File: src/rtl/earom_pkg.sv
// Shared definitions for the EAROM controller: CPU mode encodings and FSM states.
package earom_pkg;

  // {c1, c2} mode encodings seen on the CPU bus
  typedef enum logic [1:0] {
    MODE_WRITE   = 2'b00,
    MODE_ERASE   = 2'b01,
    MODE_READ    = 2'b10,
    MODE_STANDBY = 2'b11
  } mode_e;

  typedef enum logic [2:0] {
    ST_IDLE,
    ST_READ,
    ST_WRITE,
    ST_ERASE,
    ST_HOST
  } state_e;

  function automatic mode_e decode_mode(input logic c1, input logic c2);
    return mode_e'({c1, c2});
  endfunction

endpackage

File: src/rtl/earom_mem.sv
// Single-port word store with synchronous read and write; contents survive reset.
module earom_mem #(
  parameter int unsigned ADDR_W = 6,
  parameter int unsigned DATA_W = 8
) (
  input  logic              clk,
  input  logic [ADDR_W-1:0] addr,
  input  logic              we,
  input  logic [DATA_W-1:0] wdata,
  output logic [DATA_W-1:0] rdata
);

  logic [DATA_W-1:0] mem_q [2**ADDR_W];
  logic [DATA_W-1:0] rdata_q;

  // Write on we, and register the addressed word every cycle (old data on a write)
  always_ff @(posedge clk) begin
    if (we) begin
      mem_q[addr] <= wdata;
    end
    rdata_q <= mem_q[addr];
  end

  assign rdata = rdata_q;

endmodule

File: src/rtl/earom_ctrl.sv
// EAROM controller: CPU read/write/erase with busy timing, host save/load port,
// sticky dirty flag, and CPU-over-host arbitration in front of a single-port store.
module earom_ctrl
  import earom_pkg::*;
#(
  parameter int unsigned       ADDR_W       = 6,
  parameter int unsigned       DATA_W       = 8,
  parameter int unsigned       WRITE_CYCLES = 4,
  parameter int unsigned       ERASE_CYCLES = 4,
  parameter logic [DATA_W-1:0] ERASE_VAL    = '0
) (
  input  logic              clk,
  input  logic              reset,
  input  logic [ADDR_W-1:0] a,
  input  logic [DATA_W-1:0] din,
  output logic [DATA_W-1:0] dout,
  input  logic              cs,
  input  logic              c1,
  input  logic              c2,
  input  logic              strobe,
  output logic              busy,
  input  logic [ADDR_W-1:0] hs_addr,
  input  logic [DATA_W-1:0] hs_din,
  output logic [DATA_W-1:0] hs_dout,
  input  logic              hs_req,
  input  logic              hs_we,
  output logic              hs_ack,
  output logic              dirty,
  input  logic              dirty_clr
);

  localparam int unsigned MAX_CYC = (WRITE_CYCLES > ERASE_CYCLES) ? WRITE_CYCLES : ERASE_CYCLES;
  localparam int unsigned TMR_W   = $clog2(MAX_CYC + 1);

  state_e            state_q, state_d;
  logic [ADDR_W-1:0] a_q, a_d;
  logic [DATA_W-1:0] din_q, din_d;
  logic [TMR_W-1:0]  timer_q, timer_d;
  logic              busy_q, busy_d;
  logic [DATA_W-1:0] dout_q, dout_d;
  logic [DATA_W-1:0] hs_dout_q, hs_dout_d;
  logic              hs_ack_q, hs_ack_d;
  logic              host_we_q, host_we_d;
  logic              dirty_q, dirty_d;

  mode_e             mode;
  logic              cpu_go;
  logic              commit;
  logic [ADDR_W-1:0] mem_addr;
  logic              mem_we;
  logic [DATA_W-1:0] mem_wdata;
  logic [DATA_W-1:0] mem_rdata;

  assign mode   = decode_mode(c1, c2);
  assign cpu_go = strobe && cs && (mode != MODE_STANDBY);

  earom_mem #(
    .ADDR_W (ADDR_W),
    .DATA_W (DATA_W)
  ) u_mem (
    .clk   (clk),
    .addr  (mem_addr),
    .we    (mem_we),
    .wdata (mem_wdata),
    .rdata (mem_rdata)
  );

  // Next-state, memory port steering, timer and output register updates
  always_comb begin
    state_d   = state_q;
    a_d       = a_q;
    din_d     = din_q;
    timer_d   = timer_q;
    busy_d    = busy_q;
    dout_d    = dout_q;
    hs_dout_d = hs_dout_q;
    hs_ack_d  = 1'b0;
    host_we_d = host_we_q;
    commit    = 1'b0;
    mem_addr  = hs_addr;
    mem_we    = 1'b0;
    mem_wdata = hs_din;

    unique case (state_q)
      ST_IDLE: begin
        if (cpu_go) begin
          a_d   = a;
          din_d = din;
          // The store is addressed with the live CPU address on the strobe edge so
          // read data is ready to register on the following edge; a_q serves
          // only the deferred write/erase commit.
          mem_addr = a;
          unique case (mode)
            MODE_READ: begin
              state_d = ST_READ;
            end
            MODE_WRITE: begin
              state_d = ST_WRITE;
              busy_d  = 1'b1;
              timer_d = TMR_W'(WRITE_CYCLES);
            end
            MODE_ERASE: begin
              state_d = ST_ERASE;
              busy_d  = 1'b1;
              timer_d = TMR_W'(ERASE_CYCLES);
            end
            default: begin
              state_d = ST_IDLE;
            end
          endcase
        end else if (hs_req && !hs_ack_q) begin
          // hs_ack_q blocks re-acceptance while the host still holds hs_req
          state_d   = ST_HOST;
          host_we_d = hs_we;
          mem_addr  = hs_addr;
          mem_we    = hs_we;
          mem_wdata = hs_din;
        end
      end

      ST_READ: begin
        dout_d  = mem_rdata;
        state_d = ST_IDLE;
      end

      ST_WRITE, ST_ERASE: begin
        mem_addr  = a_q;
        mem_wdata = (state_q == ST_ERASE) ? ERASE_VAL : din_q;
        if (timer_q <= TMR_W'(1)) begin
          mem_we  = 1'b1;
          commit  = 1'b1;
          busy_d  = 1'b0;
          timer_d = '0;
          state_d = ST_IDLE;
        end else begin
          timer_d = timer_q - TMR_W'(1);
        end
      end

      ST_HOST: begin
        if (!host_we_q) begin
          hs_dout_d = mem_rdata;
        end
        hs_ack_d = 1'b1;
        state_d  = ST_IDLE;
      end

      default: begin
        state_d = ST_IDLE;
        busy_d  = 1'b0;
        timer_d = '0;
      end
    endcase

    // A commit in the same cycle as a clear keeps the flag set
    if (commit) begin
      dirty_d = 1'b1;
    end else if (dirty_clr) begin
      dirty_d = 1'b0;
    end else begin
      dirty_d = dirty_q;
    end
  end

  // FSM and registered outputs; reset aborts any in-flight operation
  always_ff @(posedge clk or posedge reset) begin
    if (reset) begin
      state_q   <= ST_IDLE;
      a_q       <= '0;
      din_q     <= '0;
      timer_q   <= '0;
      busy_q    <= 1'b0;
      dout_q    <= '0;
      hs_dout_q <= '0;
      hs_ack_q  <= 1'b0;
      host_we_q <= 1'b0;
      dirty_q   <= 1'b0;
    end else begin
      state_q   <= state_d;
      a_q       <= a_d;
      din_q     <= din_d;
      timer_q   <= timer_d;
      busy_q    <= busy_d;
      dout_q    <= dout_d;
      hs_dout_q <= hs_dout_d;
      hs_ack_q  <= hs_ack_d;
      host_we_q <= host_we_d;
      dirty_q   <= dirty_d;
    end
  end

  assign dout    = dout_q;
  assign hs_dout = hs_dout_q;
  assign busy    = busy_q;
  assign hs_ack  = hs_ack_q;
  assign dirty   = dirty_q;

endmodule

File: config.mk
export PLATFORM = sky130hd
export DESIGN_NAME = earom_ctrl
export DESIGN_NICKNAME = d
export VERILOG_FILES = /design/src/rtl/earom_pkg.sv /design/src/rtl/earom_mem.sv /design/src/rtl/earom_ctrl.sv
export SDC_FILE = /design/constraint.sdc
export NUM_CORES = 1
export LEC_CHECK = 0
export ABC_CLOCK_PERIOD_IN_PS = 9000
export BUFFER_PORTS_ARGS = -buffer_cell sky130_fd_sc_hd__buf_2
export CAP_MARGIN = 30
export CORE_ASPECT_RATIO = 2
export CORE_UTILIZATION = 50
export CTS_BUF_LIST = sky130_fd_sc_hd__clkbuf_8
export DETAILED_ROUTE_END_ITERATION = 10
export GPL_ROUTABILITY_DRIVEN = 0
export PLACE_DENSITY = 0.66
export REMOVE_ABC_BUFFERS = 1
export SLEW_MARGIN = 30
export SYNTH_ARGS = -nofsm -noshare
export SYNTH_HDL_FRONTEND = slang
export SYNTH_HIERARCHICAL = 1
export SYNTH_SLANG_ARGS = --single-unit
File: constraint.sdc
create_clock -name clk -period 9 [get_ports clk]
set_input_delay 1.8 -clock clk [delete_from_list [all_inputs] [get_ports clk]]
set_output_delay 1.8 -clock clk [all_outputs]
set_load 0.02 [all_outputs]
==> results.md, run 1 <==
* CTS Buffer Depth at 3
* Endpoints failing hold at 0
* Overall Power at roughly 0.0065 W
* CTS tree: yes
* Max-slew headroom at 30.88%
* Top_reg_cell synth: edfxtp_1
* First-pass GRT wire length at 88970 µm
* DRT Pass-1 Iters at 8
* Post-CTS Resized at 0
* CP startpoint kind: primary input
* Detailed Route WL at 61000 µm
* Compound-gate portion of the synthesized area at 8.348%
* Residual DRC at 30
* DR WL/cell at about 30 µm
* Area after DPL at 23410 µm²
* Number of antenna violations at the first check in global routing at 3
* # hold bufs at CTS at 0
* Post-synth top area cell: edfxtp_1
* Area growth, synth to finish at 10.13%
* Design area at approximately 25000 µm²
* Part of the Yosys area used for sequential elements at 73.41%
* Clock share of power at ~28%
* Leak pwr at 8.319 nW
* Setup CP Type: in2reg
* Clk slew on worst S/H paths at 0.07 ns
* Mapped cell area at 22530 µm²
* Inst Count DP at around 1900
* Initial Utilization at between 50% and 60%
* Data arrival time of the worst path at approximately 6.6 ns
* Sw Pwr at 0.002035 W
* Worst setup EP type: flip-flop
* Setup TNS at 0 ns
* Largest net degree at the start of global routing at 65
* Failing checks: design-rule violations
* Synth cell types at 71
* Final setup fails at 0
* Main combinational cell family by area after synthesis: multiplexers
* Combinational group share of total power at 24.0%
* FF+latch count, synth at 560
* Max Clk Rate at 163.0 MHz
* Total GRT Usage at 27.27%
* Fraction of final layout cells sized beyond drive strength 1 at 19.80%
* Slew Viols, Final at 0
* Fin nets at 1453
* Die ar. at about 46000 µm²
* Peak supply drop at 0.1029 mV
* Core Box Area at 44320 µm²
* Yosys top cell area share at 68.25%
* EDFF count, synth at 512
* Congestion Overflow GR at 0
* Via count at 12950
* Synth Area in Simple Gates at under 10%
* Clk sinks at 560
* Fraction of registers with async set/reset at 7.143%
* Top cells by area, synth: edfxtp_1 68%, dfrtp_1 4.4%, mux4_2 4.1%
* Slew at the pin closest to its max-slew limit at between 1 and 1.5 ns
* Fin crit share at 68.16%
* Mux contribution to synthesized area at 9.298%
* Syn_area_per_cell at 16.85 µm²
* Minimum clock period at 6.134 ns
* DRT iter0 DRCs at 1364
* Post-Synth XOR/XNOR Area at 0%
* Post-CTS Setup Inserts at 0
* Root Driver: clkbuf_8
* Post-Synthesis Cells at 1337
* Worst endpoint required time at between 9 and 10 ns
* ANT nets after route at 0
* Port Buf Inserts at 55
* Share of total power in sequential cells at 48.5%
* Max Cap Violations at 0
* Clock Skews at ~0.027 ns
* Synthesized-area fraction occupied by adder cells at 0.2777%
* Worst r2r src: state_q[2]
* Vias per std cell at 6.391
* Final core occ at 55.97%
* Min-Delay Path Class: reg2reg
* RSZ-0062 raised after global routing: no
* Worst setup path startpoint: c1
* Status: complete, but fails checks
* Vias in the first global route at 13370
* Ports at 56
* Pint at 0.004471 W
* Warnings from Yosys at 6
* Worst-Skew Late Latency at 0.66 ns
* Die H at slightly above 300 µm
* # rows at 109
* CTS HTree Levels at 3
* Min-Delay Startpoint: din_q[0]
* Switching share of total power at 31.28%
* PD cells at 262.2 nW/µm²
* CP Max Fanout at 46
* CTS Buf Count at 74
* Post-DP HPWL at between 30000 and 40000 µm
* Die width at 152.1 µm
* Layout Cells excl Fill at approximately 2000
-- placed cells by master, fill, tap and decap left out, types with 7 or more instances in the layout --
cell and count:
dfxtp_1 8, a21oi_1 29, nor2_1 79, and2_1 16
buf_4 32, o22a_1 11, o21ai_0 12, a221o_1 14
buf_2 55, mux2_4 18, mux2i_1 63, inv_1 34
edfxtp_1 512, o221ai_1 10, clkinv_1 19, nand2_1 63
nor2b_1 7, a32oi_1 7, a22oi_1 40, clkbuf_8 78
nand3_1 8, clkinv_2 7, nand2b_1 25, a31oi_1 15
mux2_2 14, o21ai_4 8, o22ai_1 22, nand3b_1 12
dfrtp_1 40, a22o_1 10, o2bb2ai_1 9, and3_1 10
a221oi_1 21, mux4_2 41, mux2_1 10
-- worst paths after layout --
path | to | slack (ns) | depth (start not counted)
min in group asynchronous | a_q[5] | 1.04 | 2
hold / removal | din_q[0] | 0.49 | 1
hold reg to reg | din_q[0] | 0.49 | 1
setup / recovery | u_mem/rdata[4] | 2.87 | 12
max in group asynchronous | dout[4] | 7.23 | 3
setup reg to reg | u_mem/rdata[4] | 3.87 | 9
-- critical path: stages --
cell      delay (ns)
buf_2           0.11
ha_1            0.20
nand3b_2        0.26
nor4_4          0.14
buf_4           0.36
a221o_4         0.70
buf_4           0.56
nor2_2          0.32
a221oi_1        0.84
o32ai_1         0.18
nor4_1          0.90
nand4_1         0.16
-- metal layers --
metal	GRT usage [%]	vias up	part of all wire, %
met3	4.327	192	6.2
met2	49.18	632	53
met1	28.28	6623	33
li1	-	5497	-
met5	0	-	0.039
met4	21.82	4	7.8
-- through the flow --
step           hold WS, ns  setup WS, ns
6_report            0.4932         2.866
4_1_cts             0.4956         3.122
5_1_grt             0.5160         2.797
2_1_floorplan       0.4580       -0.5242
3_5_place_dp        0.4807         2.418
3_3_place_gp        0.4670         2.463
-- final cells by class --
type | count | area [µm²]
timing repair buffer | 87 | 515.5
clock inverter | 57 | 305.3
sequential | 560 | 16540
inverter | 14 | 52.55
tap | 555 | 694.4
fill | 3405 | 19520
clock buffer | 78 | 1074
antenna | 1 | 2.502
multi-input combinational | 674 | 5629
-- logic make-up (layout without fill, tap and decap cells) --
| kind of cell | after synthesis | in the layout |
|---|---|---|
| AND/OR/NAND/NOR | 269 | 269 |
| other | 0 | 1 |
| AO/OA/AOI/OAI | 254 | 254 |
| multiplexers | 146 | 146 |
| flip-flops | 560 | 560 |
| adder cells (fa/ha/maj) | 5 | 5 |
| buffers and inverters | 103 | 236 |
-- power by group through the flow --
stage | Combinational (W) | Clock (W) | Sequential [W]
CTS | 0.00154 | 0.00182 | 0.00315
detailed placement | 0.00153 | 0 | 0.00321
global placement | 0.00151 | 0 | 0.00321
floorplan | 0.000899 | 0 | 0.00325
global route | 0.00163 | 0.00193 | 0.00317
finish | 0.00156 | 0.00179 | 0.00315
-- state kept, by name, indices dropped and copies added (netlist names) --
| register | cells |
|---|---|
| timer_q | 3 |
| u_mem/mem_q | 512 |
| hs_dout | 8 |
| hs_ack | 1 |
| state_q | 3 |
| dout | 8 |
| din_q | 8 |
| u_mem/rdata | 8 |
| dirty | 1 |
| busy | 1 |
| a_q | 6 |
| host_we_q | 1 |
-- cell usage after synthesis, drive strengths merged (22+ instances only) --
cell and instances:
edfxtp 512, nor2 83, mux2i 63, nand2 63
buf 52, mux2 42, mux4 41, a22oi 40
dfrtp 40, clkbuf 37, a21oi 29, nand2b 25
o21ai 24, o22ai 22
(Power assumes the default switching activity.)
==> run 2: changes to the inputs <==
--- a/config.mk
+++ b/config.mk
@@ -5,7 +5,8 @@
 export SDC_FILE = /design/constraint.sdc
 export NUM_CORES = 1
 export LEC_CHECK = 0
-export ABC_CLOCK_PERIOD_IN_PS = 9000
+export ABC_AREA = 1
+export ABC_CLOCK_PERIOD_IN_PS = 5260
 export BUFFER_PORTS_ARGS = -buffer_cell sky130_fd_sc_hd__buf_2
 export CAP_MARGIN = 30
 export CORE_ASPECT_RATIO = 2
@@ -13,7 +14,7 @@
 export CTS_BUF_LIST = sky130_fd_sc_hd__clkbuf_8
 export DETAILED_ROUTE_END_ITERATION = 10
 export GPL_ROUTABILITY_DRIVEN = 0
-export PLACE_DENSITY = 0.66
+export PLACE_DENSITY = 0.69
 export REMOVE_ABC_BUFFERS = 1
 export SLEW_MARGIN = 30
 export SYNTH_ARGS = -nofsm -noshare
==> constraint.sdc (replaced) <==
create_clock -name clk -period 5.26 [get_ports clk]
set_input_delay 1.052 -clock clk [delete_from_list [all_inputs] [get_ports clk]]
set_output_delay 1.052 -clock clk [all_outputs]
set_load 0.02 [all_outputs]
==> run 2 against run 1 <==
The run now ends clean. Area after synthesis increased by 6.4%. Via count grew 29%. Setup slack worse by 1.6 ns. Clock power grew 67%. Critical endpoint is now u_mem/rdata[6]. Global-route usage shrank 1.7 points. Routed wire length shrank 0.30%. Total power rose by 100%.
==> results.md, run 2 <==
* Post-DP HPWL at 39070 µm (-2.0%)
* Die ar. at 48880 µm² (+6.4%)
* Post-CTS Setup Inserts at 0 (unchanged)
* Clk slew on worst S/H paths at 0.06 ns (about the same)
* Data arrival time of the worst path at 4.50 ns (-2.12 ns)
* Area after DPL at 25280 µm² (+8.0%)
* Top_reg_cell synth: edfxtp_1
* Switching share of total power at 39.30% (+8.0 points)
* RSZ-0062 raised after global routing: no
* WHS Endpoint: busy
* Vias per std cell at 5.225 (-18%)
* Fraction of final layout cells sized beyond drive strength 1 at 10.94% (-8.9 points)
* Ports at 56 (unchanged)
* EDFF count, synth at 512 (unchanged)
* Sw Pwr at 0.005172 W (+150%)
* Fraction of registers with async set/reset at 7.143% (unchanged)
* Initial Utilization at 50.62% (-0.20 points)
* Clock Skews at 0.03023 ns (+0.003260 ns)
* Inst Count DP at 3070 (+62%)
* Worst endpoint required time at 5.76 ns (-3.73 ns)
* Minimum clock period at ~4.0 ns
* Combinational group share of total power at 36.1% (+12 points)
* Clock share of power at 22.7% (-4.8 points)
* Worst setup EP type: flip-flop
* Peak supply drop at 0.2928 mV (+180%)
* Hold depth at 2 (+1)
* Max-slew headroom at 38.49% (+7.6 points)
* Max Cap Violations at 0 (unchanged)
* Worst r2r src: state_q[2]
* Design area at 26590 µm² (+7.2%)
* Die H at 311.7 µm (+3.1%)
* Final setup fails at 0 (unchanged)
* Critical R2R Capture: u_mem/rdata[6]
* Synth cell types at 29 (-59%)
* Fillers at 3996 (+17%)
* Final core occ at 56.13% (+0.16 points)
* CTS Buf Count at 71 (-4.1%)
* CP startpoint kind: primary input
* Yosys top cell area share at 64.13% (-4.1 points)
* Residual DRC at 0 (-100%)
* Most frequent cells in the layout: 1464 x nand2_1, 512 x edfxtp_1, 89 x nor2_1, 88 x buf_4, 80 x inv_1
* Largest net degree at the start of global routing at 84 (+29%)
* CTS HTree Levels at 3 (unchanged)
* DRT Pass-1 Iters at 5 (-3)
* CTS Buffer Depth at 3 (unchanged)
* Min-Delay Startpoint: busy
* Pre-CTS setup slack at 0.6053 ns (-1.813 ns)
* Core Box Area at 47360 µm² (+6.9%)
* Warnings from Yosys at 6 (unchanged)
* Most frequent cells after synthesis: 1464 x nand2_1, 512 x edfxtp_1, 89 x nor2_1
* Die width at 156.8 µm (+3.1%)
* Post-CTS Resized at 0 (unchanged)
* Endpoints failing hold at 0 (unchanged)
* CTS tree: yes
* # hold bufs at CTS at 0 (unchanged)
* Root Driver: clkbuf_8
* # rows at 113 (+3.7%)
* Slew at the pin closest to its max-slew limit at 0.9191 ns (-0.1082 ns)
* CP Max Fanout at 55 (+20%)
* Clk sinks at 560 (unchanged)
* R2R cell count at 15 (+6)
* Commonest non-fill, non-tap cell in the layout: nand2_1
* Fin nets at 2553 (+76%)
* Leak pwr at 11.45 nW (+38%)
* Vias in the first global route at 16960 (+27%)
* Total GRT Usage at 25.60% (-1.7 points)
* Port Buf Inserts at 55 (unchanged)
* Status: completed
* Top cells by area, synth: edfxtp_1 64%, nand2_1 23%, dfrtp_1 4.2%
* Share of total power in sequential cells at 41.3% (-7.2 points)
* Layout Cells excl Fill at 3193 (+58%)
* Worst setup margin at 1.263 ns (-1.603 ns)
* Post-synth top area cell: edfxtp_1
* DR WL/cell at 19.05 µm (-37%)
* Slew Viols, Final at 0 (unchanged)
* Flop2flop setup slack at 1.54 ns (-2.33 ns)
* ANT nets after route at 0 (unchanged)
* First-pass GRT wire length at 92590 µm (+4.1%)
* Max FFs per register at 512 (unchanged)
* DRT iter0 DRCs at 1455 (+6.7%)
* Min-Delay Path Class: reg2reg
* Via count at 16690 (+29%)
* Area growth, synth to finish at 10.89%
* Max Clk Rate at 250.2 MHz
* Worst setup path startpoint: c1
* PD cells at 495.0 nW/µm² (+89%)
* Mapped cell area at 23980 µm² (+6.4%)
* FF+latch count, synth at 560 (unchanged)
* Worst-Skew Late Latency at 0.66 ns (about the same)
* Most frequent cell after synthesis: nand2_1
* Top reg by flops: u_mem/mem_q
* Setup TNS at 0 ns (unchanged)
* Congestion Overflow GR at 0 (unchanged)
* Pint at 0.007987 W (+79%)
* Syn_area_per_cell at 10.00 µm² (-41%)
* Number of antenna violations at the first check in global routing at 1 (-2)
* Part of the Yosys area used for sequential elements at 68.97% (-4.4 points)
* Post-Synthesis Cells at 2397 (+79%)
* Setup CP Type: in2reg
* Detailed Route WL at 60820 µm (-0.30%)
* Fin crit share at between 70 and 80%
[run 2: how the worst max path moves through the flow]
stage	end	cells past startpoint
global route	u_mem/rdata[6]	16
floorplan	u_mem/mem_q[41][0]	8
detailed placement	u_mem/rdata[6]	17
CTS	u_mem/rdata[6]	17
global placement	u_mem/rdata[6]	17
finish	u_mem/rdata[6]	17
[run 2: cells by family (layout without fill, tap and decap cells)]
group,count (synthesis),count (layout),synth area share [%]
adder cells (fa/ha/maj),5,5,0.2609
AND/OR/NAND/NOR,1610,1610,25.85
XOR/XNOR,1,1,0.03654
buffers and inverters,167,330,3.549
AO/OA/AOI/OAI,54,54,1.331
other,0,1,0
flip-flops,560,560,68.97
[run 2: power by group through the flow]
stage / sequential [W] / clock, W / combinational [W]
5_1_grt: 0.00545 / 0.00320 / 0.00524
6_report: 0.00543 / 0.00299 / 0.00474
3_5_place_dp: 0.00552 / 0 / 0.00471
3_3_place_gp: 0.00552 / 0 / 0.00464
2_1_floorplan: 0.00561 / 0 / 0.00323
4_1_cts: 0.00543 / 0.00304 / 0.00473
[run 2: worst max-delay path: stages]
cell and delay, ns:
buf_2 0.11, ha_1 0.19, inv_1 0.06, nand3_1 0.19
nor2_4 0.17, buf_4 0.26, nand2_1 0.16, nand3_4 0.39
inv_6 0.20, buf_4 0.36, or2_2 0.36, nand2_1 0.09
nand2_1 0.07, o21ai_1 0.18, nand2_1 0.08, nor2_1 0.42
nand2_1 0.10
[run 2: area by class of cell]
class | instances | area, µm² | share of cell area [%]
clock inverters | 47 | 272.8 | 1.026
multi-input cells | 1670 | 6709 | 25.24
diodes | 1 | 2.502 | 0.009413
clock buffers | 75 | 1032 | 3.883
flip-flops and latches | 560 | 16540 | 62.20
inverters | 62 | 239.0 | 0.8989
repair buffers | 146 | 1003 | 3.774
well taps | 632 | 790.8 | 2.974
[run 2: stage by stage]
| step | total power [W] | hold slack (ns) |
|---|---|---|
| after global placement | 0.01015 | 0.4542 |
| after global routing | 0.01389 | 0.5060 |
| after CTS | 0.01320 | 0.4769 |
| after detailed placement | 0.01024 | 0.4605 |
| after floorplan | 0.008842 | 0.4388 |
| final | 0.01316 | 0.4785 |
[run 2: routing by layer]
metal | wire (µm) | vias to the layer above | global-route usage [%]
li1 | - | 7943 | -
met1 | 20560 | 7921 | 25.75
met2 | 32340 | 618 | 46.81
met3 | 3375 | 203 | 3.866
met4 | 4546 | 0 | 18.78
met5 | 0 | - | 0
